### src/rtl/comm_pkg.sv
// Shared definitions for the copter host command link: opcodes, frame FSM encoding, default baud divisor.
package comm_pkg;

    // 50 MHz / 19200 baud
    localparam int unsigned BAUD_DIV_DFLT = 2604;

    // Command opcodes understood by the flight controller
    localparam logic [7:0] REQ_BATT  = 8'h01;
    localparam logic [7:0] SET_PTCH  = 8'h02;
    localparam logic [7:0] SET_ROLL  = 8'h03;
    localparam logic [7:0] SET_YAW   = 8'h04;
    localparam logic [7:0] SET_THRST = 8'h05;
    localparam logic [7:0] CALIBRATE = 8'h06;
    localparam logic [7:0] EMER_LAND = 8'h07;
    localparam logic [7:0] MTRS_OFF  = 8'h08;

    // Frame FSM encoding: command byte, data high byte, data low byte
    localparam int unsigned ST_W = 2;
    localparam logic [1:0] ST_IDLE     = 2'd0;
    localparam logic [1:0] ST_SEND_CMD = 2'd1;
    localparam logic [1:0] ST_SEND_DHI = 2'd2;
    localparam logic [1:0] ST_SEND_DLO = 2'd3;

endpackage

### src/rtl/comm_master_uart.sv
// Byte-level 8N1 UART: gapless transmitter plus a receiver with false-start rejection.
module uart
    import comm_pkg::*;
#(
    parameter int unsigned BAUD_DIV = BAUD_DIV_DFLT
) (
    input  logic       clk,
    input  logic       rst_n,
    input  logic       tx_start,
    input  logic [7:0] tx_data,
    output logic       tx_done,
    output logic       tx,
    input  logic       rx,
    output logic [7:0] rx_data,
    output logic       rx_rdy,
    input  logic       clr_rx_rdy
);

    localparam int unsigned CNT_W = (BAUD_DIV > 2) ? $clog2(BAUD_DIV) : 1;
    localparam logic [CNT_W-1:0] BIT_END  = CNT_W'(BAUD_DIV - 1);
    localparam logic [CNT_W-1:0] HALF_END = CNT_W'(BAUD_DIV / 2 - 1);
    localparam logic [3:0]       LAST_BIT = 4'd9;

    logic             tx_busy;
    logic [CNT_W-1:0] tx_baud_cnt;
    logic [3:0]       tx_bit_cnt;
    logic [8:0]       tx_shft;

    logic             rx_ff1;
    logic             rx_ff2;
    logic             rx_ff3;
    logic             rx_s;
    logic             rx_fall;
    logic             rx_busy;
    logic [CNT_W-1:0] rx_baud_cnt;
    logic [3:0]       rx_bit_cnt;
    logic [7:0]       rx_shft;

    // Last clock of the stop bit; a start in this cycle chains the next byte with no gap
    assign tx_done = tx_busy && (tx_bit_cnt == LAST_BIT) && (tx_baud_cnt == BIT_END);

    // Transmit shifter: start bit, 8 data bits LSB first, stop bit
    always_ff @(posedge clk or negedge rst_n) begin
        if (!rst_n) begin
            tx          <= 1'b1;
            tx_busy     <= 1'b0;
            tx_baud_cnt <= '0;
            tx_bit_cnt  <= '0;
            tx_shft     <= '0;
        end else if (tx_start && (!tx_busy || tx_done)) begin
            tx          <= 1'b0;
            tx_busy     <= 1'b1;
            tx_baud_cnt <= '0;
            tx_bit_cnt  <= '0;
            tx_shft     <= {1'b1, tx_data};
        end else if (tx_busy) begin
            if (tx_baud_cnt == BIT_END) begin
                tx_baud_cnt <= '0;
                if (tx_bit_cnt == LAST_BIT) begin
                    tx_busy <= 1'b0;
                    tx      <= 1'b1;
                end else begin
                    tx_bit_cnt <= tx_bit_cnt + 4'd1;
                    tx         <= tx_shft[0];
                    tx_shft    <= {1'b1, tx_shft[8:1]};
                end
            end else begin
                tx_baud_cnt <= tx_baud_cnt + 1'b1;
            end
        end
    end

    // Two-flop synchroniser plus one history flop for falling-edge detection
    always_ff @(posedge clk or negedge rst_n) begin
        if (!rst_n) begin
            rx_ff1 <= 1'b1;
            rx_ff2 <= 1'b1;
            rx_ff3 <= 1'b1;
        end else begin
            rx_ff1 <= rx;
            rx_ff2 <= rx_ff1;
            rx_ff3 <= rx_ff2;
        end
    end

    assign rx_s    = rx_ff2;
    assign rx_fall = rx_ff3 & ~rx_ff2;

    // Receive sequencer: mid-start recheck, centre sampling, stop bit value ignored
    always_ff @(posedge clk or negedge rst_n) begin
        if (!rst_n) begin
            rx_busy     <= 1'b0;
            rx_baud_cnt <= '0;
            rx_bit_cnt  <= '0;
            rx_shft     <= '0;
            rx_data     <= '0;
            rx_rdy      <= 1'b0;
        end else begin
            if (clr_rx_rdy) begin
                rx_rdy <= 1'b0;
            end
            if (!rx_busy) begin
                if (rx_fall) begin
                    rx_busy     <= 1'b1;
                    rx_baud_cnt <= '0;
                    rx_bit_cnt  <= '0;
                end
            end else if (rx_bit_cnt == 4'd0) begin
                if (rx_baud_cnt == HALF_END) begin
                    rx_baud_cnt <= '0;
                    if (rx_s) begin
                        rx_busy <= 1'b0;
                    end else begin
                        rx_bit_cnt <= 4'd1;
                    end
                end else begin
                    rx_baud_cnt <= rx_baud_cnt + 1'b1;
                end
            end else if (rx_baud_cnt == BIT_END) begin
                rx_baud_cnt <= '0;
                if (rx_bit_cnt == LAST_BIT) begin
                    rx_busy <= 1'b0;
                    rx_data <= rx_shft;
                    rx_rdy  <= 1'b1;
                end else begin
                    rx_shft    <= {rx_s, rx_shft[7:1]};
                    rx_bit_cnt <= rx_bit_cnt + 4'd1;
                end
            end else begin
                rx_baud_cnt <= rx_baud_cnt + 1'b1;
            end
        end
    end

endmodule

### src/rtl/comm_master.sv
// Host command master: sends cmd/data_hi/data_lo frames and holds copter response bytes.
module comm_master
    import comm_pkg::*;
#(
    parameter int unsigned BAUD_DIV = BAUD_DIV_DFLT
) (
    input  logic        clk,
    input  logic        rst_n,
    input  logic        RX,
    output logic        TX,
    input  logic [7:0]  cmd,
    input  logic [15:0] data,
    input  logic        snd_cmd,
    output logic        frm_snt,
    output logic [7:0]  resp,
    output logic        resp_rdy,
    input  logic        clr_resp_rdy
);

    logic [ST_W-1:0] state;
    logic [ST_W-1:0] state_nxt;
    logic [15:0]     data_q;
    logic [15:0]     data_nxt;
    logic            frm_snt_nxt;
    logic            tx_start_c;
    logic [7:0]      tx_data_c;
    logic            tx_done;
    logic [7:0]      rx_data;
    logic            rx_rdy;

    uart #(
        .BAUD_DIV (BAUD_DIV)
    ) u_uart (
        .clk        (clk),
        .rst_n      (rst_n),
        .tx_start   (tx_start_c),
        .tx_data    (tx_data_c),
        .tx_done    (tx_done),
        .tx         (TX),
        .rx         (RX),
        .rx_data    (rx_data),
        .rx_rdy     (rx_rdy),
        .clr_rx_rdy (rx_rdy)
    );

    // Frame FSM state and latched frame registers
    always_ff @(posedge clk or negedge rst_n) begin
        if (!rst_n) begin
            state   <= ST_IDLE;
            data_q  <= '0;
            frm_snt <= 1'b0;
        end else begin
            state   <= state_nxt;
            data_q  <= data_nxt;
            frm_snt <= frm_snt_nxt;
        end
    end

    // Next state; the command byte goes straight into the UART shifter, which holds it
    always_comb begin
        state_nxt   = state;
        data_nxt    = data_q;
        frm_snt_nxt = frm_snt;
        tx_start_c  = 1'b0;
        tx_data_c   = cmd;
        case (state)
            ST_IDLE: begin
                if (snd_cmd) begin
                    tx_start_c  = 1'b1;
                    data_nxt    = data;
                    frm_snt_nxt = 1'b0;
                    state_nxt   = ST_SEND_CMD;
                end
            end
            ST_SEND_CMD: begin
                tx_data_c = data_q[15:8];
                if (tx_done) begin
                    tx_start_c = 1'b1;
                    state_nxt  = ST_SEND_DHI;
                end
            end
            ST_SEND_DHI: begin
                tx_data_c = data_q[7:0];
                if (tx_done) begin
                    tx_start_c = 1'b1;
                    state_nxt  = ST_SEND_DLO;
                end
            end
            ST_SEND_DLO: begin
                if (tx_done) begin
                    frm_snt_nxt = 1'b1;
                    state_nxt   = ST_IDLE;
                end
            end
            default: begin
                state_nxt = ST_IDLE;
            end
        endcase
    end

    // Response holding register; a completing byte beats a simultaneous clear
    always_ff @(posedge clk or negedge rst_n) begin
        if (!rst_n) begin
            resp     <= '0;
            resp_rdy <= 1'b0;
        end else if (rx_rdy) begin
            resp     <= rx_data;
            resp_rdy <= 1'b1;
        end else if (clr_resp_rdy) begin
            resp_rdy <= 1'b0;
        end
    end

endmodule

### config.mk
export PLATFORM = sky130hd
export DESIGN_NAME = comm_master
export DESIGN_NICKNAME = d
export VERILOG_FILES = /design/src/rtl/comm_pkg.sv /design/src/rtl/comm_master_uart.sv /design/src/rtl/comm_master.sv
export SDC_FILE = /design/constraint.sdc
export NUM_CORES = 1
export LEC_CHECK = 0
export ABC_AREA = 1
export BUFFER_PORTS_ARGS = -buffer_cell sky130_fd_sc_hd__clkbuf_2
export CAP_MARGIN = 30
export CELL_PAD_IN_SITES_DETAIL_PLACEMENT = 0
export CELL_PAD_IN_SITES_GLOBAL_PLACEMENT = 1
export CORE_UTILIZATION = 45
export CTS_CLUSTER_DIAMETER = 30
export DETAILED_ROUTE_END_ITERATION = 16
export PLACE_DENSITY = 0.89
export RECOVER_POWER = 50
export SYNTH_ARGS = -nofsm -noshare
export SYNTH_HDL_FRONTEND = slang
export SYNTH_SLANG_ARGS = --single-unit
### constraint.sdc
create_clock -name clk -period 2 [get_ports clk]
set_input_delay 0.2 -clock clk [delete_from_list [all_inputs] [get_ports clk]]
set_output_delay 0.2 -clock clk [all_outputs]
set_load 0.01 [all_outputs]
== Word level (Yosys, flattened, before mapping) ==
Cells that the tools add are included.
W data, S select, Z words.
Storage, ports and cells
  bits in registers: 92
  input port bits: 29
  output and inout port bits: 11
  word-level logic and storage cells: 121
Cells by class
  add/sub/neg operators: 4
  equality and inequality tests: 17
  mux-type cells: 56
  bitwise operators: 4
  reductions and logical operators: 21
Operators with widths (count)
  $mux W12: 8
  $mux W4: 11
  $mux W9: 4
  $mux W1: 25
  $add A12 B1 Y12 const B: 2
  $eq A12 B12 Y1 const B: 2
  $pmux W8 S2: 1
  $eq A12 B11 Y1 const B: 1
  $ne A3 B3 Y1 const B: 4
  $reduce_and A4 Y1: 3
  $reduce_bool A2 Y1: 5
  $add A4 B1 Y4 const B: 2
  $eq A4 B4 Y1 const B: 2
  $mux W2: 4
  $pmux W2 S4: 1
  $ne A2 B1 Y1 const B: 3
  $reduce_and A3 Y1: 2
  $reduce_and A5 Y1: 1
  $eq A2 B2 Y1 const B: 2
  $logic_not A4 Y1: 1
  $ne A2 B2 Y1 const B: 2
  $pmux W1 S2: 2
  $reduce_and A2 Y1: 2
  $logic_and A1 B1 Y1: 3
  other kinds (7): 9

== Logic depth before layout (Yosys ltp) ==
  depth in word-level cells: 8
  mapped depth: 13
  mapped depth without buffers: 12

== Modules after synthesis ==
From an unflattened synthesis, not the netlist that was laid out.
Unflattened totals
  cells, all modules: 587
  area, all modules: 4758.3 um^2
By module, submodules not included
  uart: instances 1, cells an instance 413, area an instance 3363.2 um^2, sequential area each 1606.5 um^2
  comm_master: instances 1, cells an instance 174, area an instance 1395.1 um^2, sequential area each 700.7 um^2

== Worst setup path after synthesis ==
No wires, ideal clock.
  kind: register -> register
  from: register state[0]
  to: register u_uart.tx_shft[1]
  library setup time: 0.133 ns
  data arrival time: 1.614 ns
  required time: 1.867 ns
  slack: 0.253 ns
  stages on the path, launching flop included: 12
  buffers on the path: 2
  clock period less this slack: 1.747 ns
  path through: dfrtp_1 -> inv_1 -> ha_1 -> clkbuf_1 -> nand4_1 -> nand2_1 -> nand2_4 -> buf_6 -> nand2_1 -> nand2_1 -> nand2_1 -> nand2_1
On the way
  longest elaborated chain between the ends: 6
  elaborated cells on any way between the ends: 12
  those cells by class: 3 x eq/ne; 3 x mux; 6 x reduce/logical
RTL lines
  start, declared: line comm_master.sv:20  | logic [ST_W-1:0] state;
  start signal, assigned: line comm_master.sv:53  | state <= state_nxt;
  $eq A2 B2 Y1 or $eq A2 B1 Y1 (tied branches): line comm_master.sv:66  | case (state)
  $reduce_or A2 Y1 (no line)
  $pmux W1 S2: line comm_master.sv:66
  $logic_and A1 B1 Y1: line comm_master_uart.sv:50  | end else if (tx_start && (!tx_busy || tx_done)) begin
  $ne A2 B2 Y1 (no line) or $reduce_bool A2 Y1 (tied branches)
  $reduce_and A3 Y1 (no line)
  end signal, assigned: line comm_master_uart.sv:55  | tx_shft <= {1'b1, tx_data};
  end signal, assigned: line comm_master_uart.sv:65  | tx_shft <= {1'b1, tx_shft[8:1]};
  end, declared: line comm_master_uart.sv:27  | logic [8:0] tx_shft;
Several ways; a longest one is shown, not always the timed one.
A chain may end at the register's enable or synchronous reset.

== Worst setup path in the final report ==
  from: register u_uart.tx_baud_cnt[0]
  to: register u_uart.tx_shft[7]
On the way
  longest elaborated chain between the ends: 7
  elaborated cells on any way between the ends: 11
  those cells by class: 2 x eq/ne; 3 x mux; 6 x reduce/logical
RTL lines
  start, declared: line comm_master_uart.sv:25  | logic [CNT_W-1:0] tx_baud_cnt;
  start signal, assigned: line comm_master_uart.sv:68  | tx_baud_cnt <= tx_baud_cnt + 1'b1;
  $eq A12 B12 Y1 (*): line comm_master_uart.sv:40, comm_master_uart.sv:57
  $logic_and A1 B1 Y1: line comm_master_uart.sv:40  | assign tx_done = tx_busy && (tx_bit_cnt == LAST_BIT) && (tx_baud_cnt == BIT_END);
  $mux W1: line comm_master.sv:77, comm_master.sv:84
  $pmux W1 S2: line comm_master.sv:66
  $logic_and A1 B1 Y1: line comm_master_uart.sv:50
  $ne A2 B2 Y1 (no line) or $reduce_bool A2 Y1 (tied branches)
  $reduce_and A3 Y1 (no line)
Mark *: on every way between the ends. The rest lies on a longest branch, timed or not.

==> results.py <==
metrics = {
    "pwr": {
        "leakagePower_nw": 2.671,
        "powerDensity_mw_per_mm2": 720.5,
        "ir_worst_vdd_v": 0.0006613,
        "finalPower_mw": 3.866,
    },
    "sta": {
        "finalMaxSlewViolations": 0,
        "setup_viol": 0,
        "post-route-period-util_pct": 91.98,
        "post-route-min-period_ns": 1.840,
        "timing_hold_violations_final": 0,
        "rsz0062_at_grt": "no",
        "tightestPinTransition_ns": 0.8967,
        "clock-skew-final_ns": 0.01415,
        "setup_tns_ns": 0,
        "max_slew_margin_pct": 40.22,
        "max_freq_mhz": 543.6,
    },
    "yosys": {
        "synth-edff-count": 0,
        "post_synth_num_cell_types": 42,
        "post-synth-top-count-cell": "nand2_1",
        "synthTopCellsByArea": "dfrtp_1, nand2_1, o21ai_0, inv_1, mux2_2",
        "async_reset_ff_share_pct": 100.0,
        "synth_area_mm2": 0.004686,
        "yosysSeqAreaShare_pct": 49.24,
        "yosysTopAreaCellShare_pct": 47.00,
        "syn_nets": 582,
        "ys_ff_latch": 92,
        "synthCells": 541,
        "syn_area_per_cell_um2": 8.661,
        "ys_warn_count": 0,
        "synth.largest_area_cell": "dfrtp_1",
        "ys.flop_type": "dfrtp_1",
        "synthTopCellsByCount": "nand2_1, dfrtp_1, inv_1",
    },
    "finish": {
        "nNetsFinal": 642,
        "fin_area_mm2": 0.005365,
        "n_antenna_cell": 0,
        "drive_gt1_share_pct": 20.13,
        "fillers": 934,
        "syn_to_final_growth_pct": 14.50,
        "finish.utilization_pct": 53.90,
    },
    "global_routing": {
        "grt_overflow": 0,
        "grt_pass1_wl_mm": 17.32,
        "antenna_found_initial": 0,
        "grt_max_degree": 43,
        "grt.total_usage_pct": 19.66,
        "first_global_vias": 3778,
    },
    "worst_setup_path": {
        "crit_fanout": 11,
        "reg2reg_to": "u_uart.tx_shft[7]",
        "r2r_start": "u_uart.tx_baud_cnt[0]",
        "worstRegToRegCells": 13,
        "worst-setup-path-type": "reg -> reg",
        "required_ns": 2.25,
        "reg2reg_setup_slack_ns": 0.16,
        "crit_path_end_kind": "flop",
        "slowest_stage": "dfrtp_1",
        "cpPeakStageDelay_ns": 0.40,
        "crit_arrival_ns": 2.09,
        "startpoint_type": "flop",
        "cp_cell_sequence": "ha_2, nand2_1, clkinv_1, nand2_1, nor2_2, nand3_2, a21oi_4, nand2_4, buf_4, nand2_1, nand2_1, nand2_1, nand2_1",
        "critical_path.most_common_cell": "nand2_1",
    },
    "drt": {
        "drtAntennaViolNets": 0,
        "dr.pass1.iters": 4,
        "post_drt_wl_per_cell_um": 13.60,
        "vias_per_cell": 5.168,
        "remaining_drc_errors": 0,
        "drt_iter0_markers": 229,
        "drt_wl_total_mm": 10.05,
        "vias": 3819,
    },
    "hold_path": {
        "hp-class": "in -> reg",
        "worstHoldEndpoint": "resp_rdy",
        "hold_depth": 2,
        "hp-start": "clr_resp_rdy",
    },
    "cts": {
        "clk_latency_ns": 0.37,
        "cts_buffers": 9,
        "cts.root.buffer_cell": "clkbuf_8",
        "clk_pin_slew_ns": 0.11,
        "cts.path.max_buffers": 2,
        "clock_sinks": 92,
        "cts-htree-levels": 3,
        "cts_tree": "yes",
    },
    "status": {
        "status": "finished clean",
    },
    "placement": {
        "gp_congestion": 0.8596,
        "post-dp-hpwl_mm": 7.302,
        "dpl_cell_area_mm2": 0.005104,
        "portBuffers": 39,
    },
    "floorplan": {
        "die-area_mm2": 0.01082,
        "core_mm2": 0.009955,
        "start_util_pct": 47.07,
        "pin_count": 40,
        "die-width_um": 104.0,
        "rows": 36,
        "fp.dieH_um": 104.0,
    },
    "run": {
        "maxCapViolations": 0,
    },
}
worst max path at each step:
stage	from	end	slack (ns)	cells after the start
2_1_floorplan	state[0]	u_uart.tx_shft[1]	0.25	11
3_3_place_gp	u_uart.tx_baud_cnt[0]	u_uart.tx_shft[7]	0.23	13
3_5_place_dp	u_uart.tx_baud_cnt[0]	u_uart.tx_shft[7]	0.12	13
4_1_cts	u_uart.rx_bit_cnt[1]	u_uart.rx_baud_cnt[4]	0.07	10
5_1_grt	u_uart.tx_baud_cnt[1]	u_uart.tx_shft[7]	0.007	13
6_report	u_uart.tx_baud_cnt[0]	u_uart.tx_shft[7]	0.16	13
stage by stage:
stage,setup slack [ns],instances,hold slack [ns]
after global placement,0.2306,714,0.1881
after global routing,0.006707,739,0.03392
after floorplan,0.2533,541,-0.09559
final,0.1604,739,0.02668
after detailed placement,0.1216,714,0.1987
after CTS,0.06794,732,0.009651
layout make-up:
type | count | area, um2 | area share, %
Sequential cell | 92 | 2307 | 43.00
Multi-Input combinational cell | 377 | 2088 | 38.92
Clock buffer | 9 | 123.9 | 2.309
Tap cell | 133 | 166.4 | 3.102
Inverter | 53 | 198.9 | 3.708
Timing Repair Buffer | 68 | 412.9 | 7.696
Clock inverter | 7 | 67.56 | 1.259
registers in the layout (all words and copies together), names as in the netlist, 2 cells and up:
| signal | cells |
|---|---|
| u_uart.tx_shft | 9 |
| u_uart.tx_bit_cnt | 4 |
| u_uart.rx_shft | 8 |
| u_uart.rx_data | 8 |
| resp | 8 |
| u_uart.rx_baud_cnt | 12 |
| u_uart.tx_baud_cnt | 12 |
| u_uart.rx_bit_cnt | 4 |
| state | 2 |
| data_q | 16 |
where the power goes:
| group | switching [mW] | leakage [nW] | internal [mW] | total, mW |
|---|---|---|---|---|
| registers | 0.0803 | 1.18 | 1.94 | 2.02 |
| logic | 0.400 | 1.39 | 0.227 | 0.627 |
| clock network | 0.736 | 0.0954 | 0.484 | 1.22 |
| total | 1.22 | 2.67 | 2.65 | 3.87 |
placed cells by master (no fill, tap or decap), types with 3 or more instances in the layout:
master / count
ha_1: 11
o21ai_1: 8
dfstp_2: 3
o311ai_0: 12
nor2_1: 37
xor2_1: 9
o22ai_1: 6
clkinv_4: 3
o21ai_0: 36
mux2_2: 16
nand4_1: 10
clkbuf_8: 9
inv_8: 3
nand3_1: 29
nor3_1: 6
inv_1: 48
nand2_1: 151
nor2_2: 3
a31oi_1: 9
dfrtp_1: 88
buf_4: 25
clkinv_1: 3
a21oi_1: 7
clkbuf_2: 38
kinds of logic (layout without fill, tap and decap cells):
kind of cell	after synthesis	count (layout)	share of synthesized area (%)
flip-flops	92	92	49.24
multiplexers	16	16	3.845
adder cells (fa/ha/maj)	12	12	3.204
AND/OR/NAND/NOR	252	252	23.58
buffers and inverters	72	137	6.568
XOR/XNOR	11	11	2.056
AO/OA/AOI/OAI	86	86	11.51
timing repair:
item,4_1_cts,5_1_grt
endpoints found under the hold margin,32,0
gates resized for setup,0,4
setup buffers,0,7
hold buffers,2,0
endpoints found under the setup margin,0,28
critical path: cells and delay by family, from the launching register on:
| family | cells | cell delay (ns) |
|---|---|---|
| AO/OA/AOI/OAI | 1 | 0.18 |
| adder cells (fa/ha/maj) | 1 | 0.22 |
| buffers and inverters | 2 | 0.24 |
| flip-flops | 1 | 0.40 |
| AND/OR/NAND/NOR | 9 | 0.70 |
metal layers:
| metal | GRT usage (%) | share of wire [%] |
|---|---|---|
| met5 | 0 | 0 |
| met4 | 5.102 | 0.99 |
| met3 | 4.574 | 3.6 |
| met2 | 34.86 | 51 |
| met1 | 23.98 | 44 |
(Power assumes the default switching activity.)
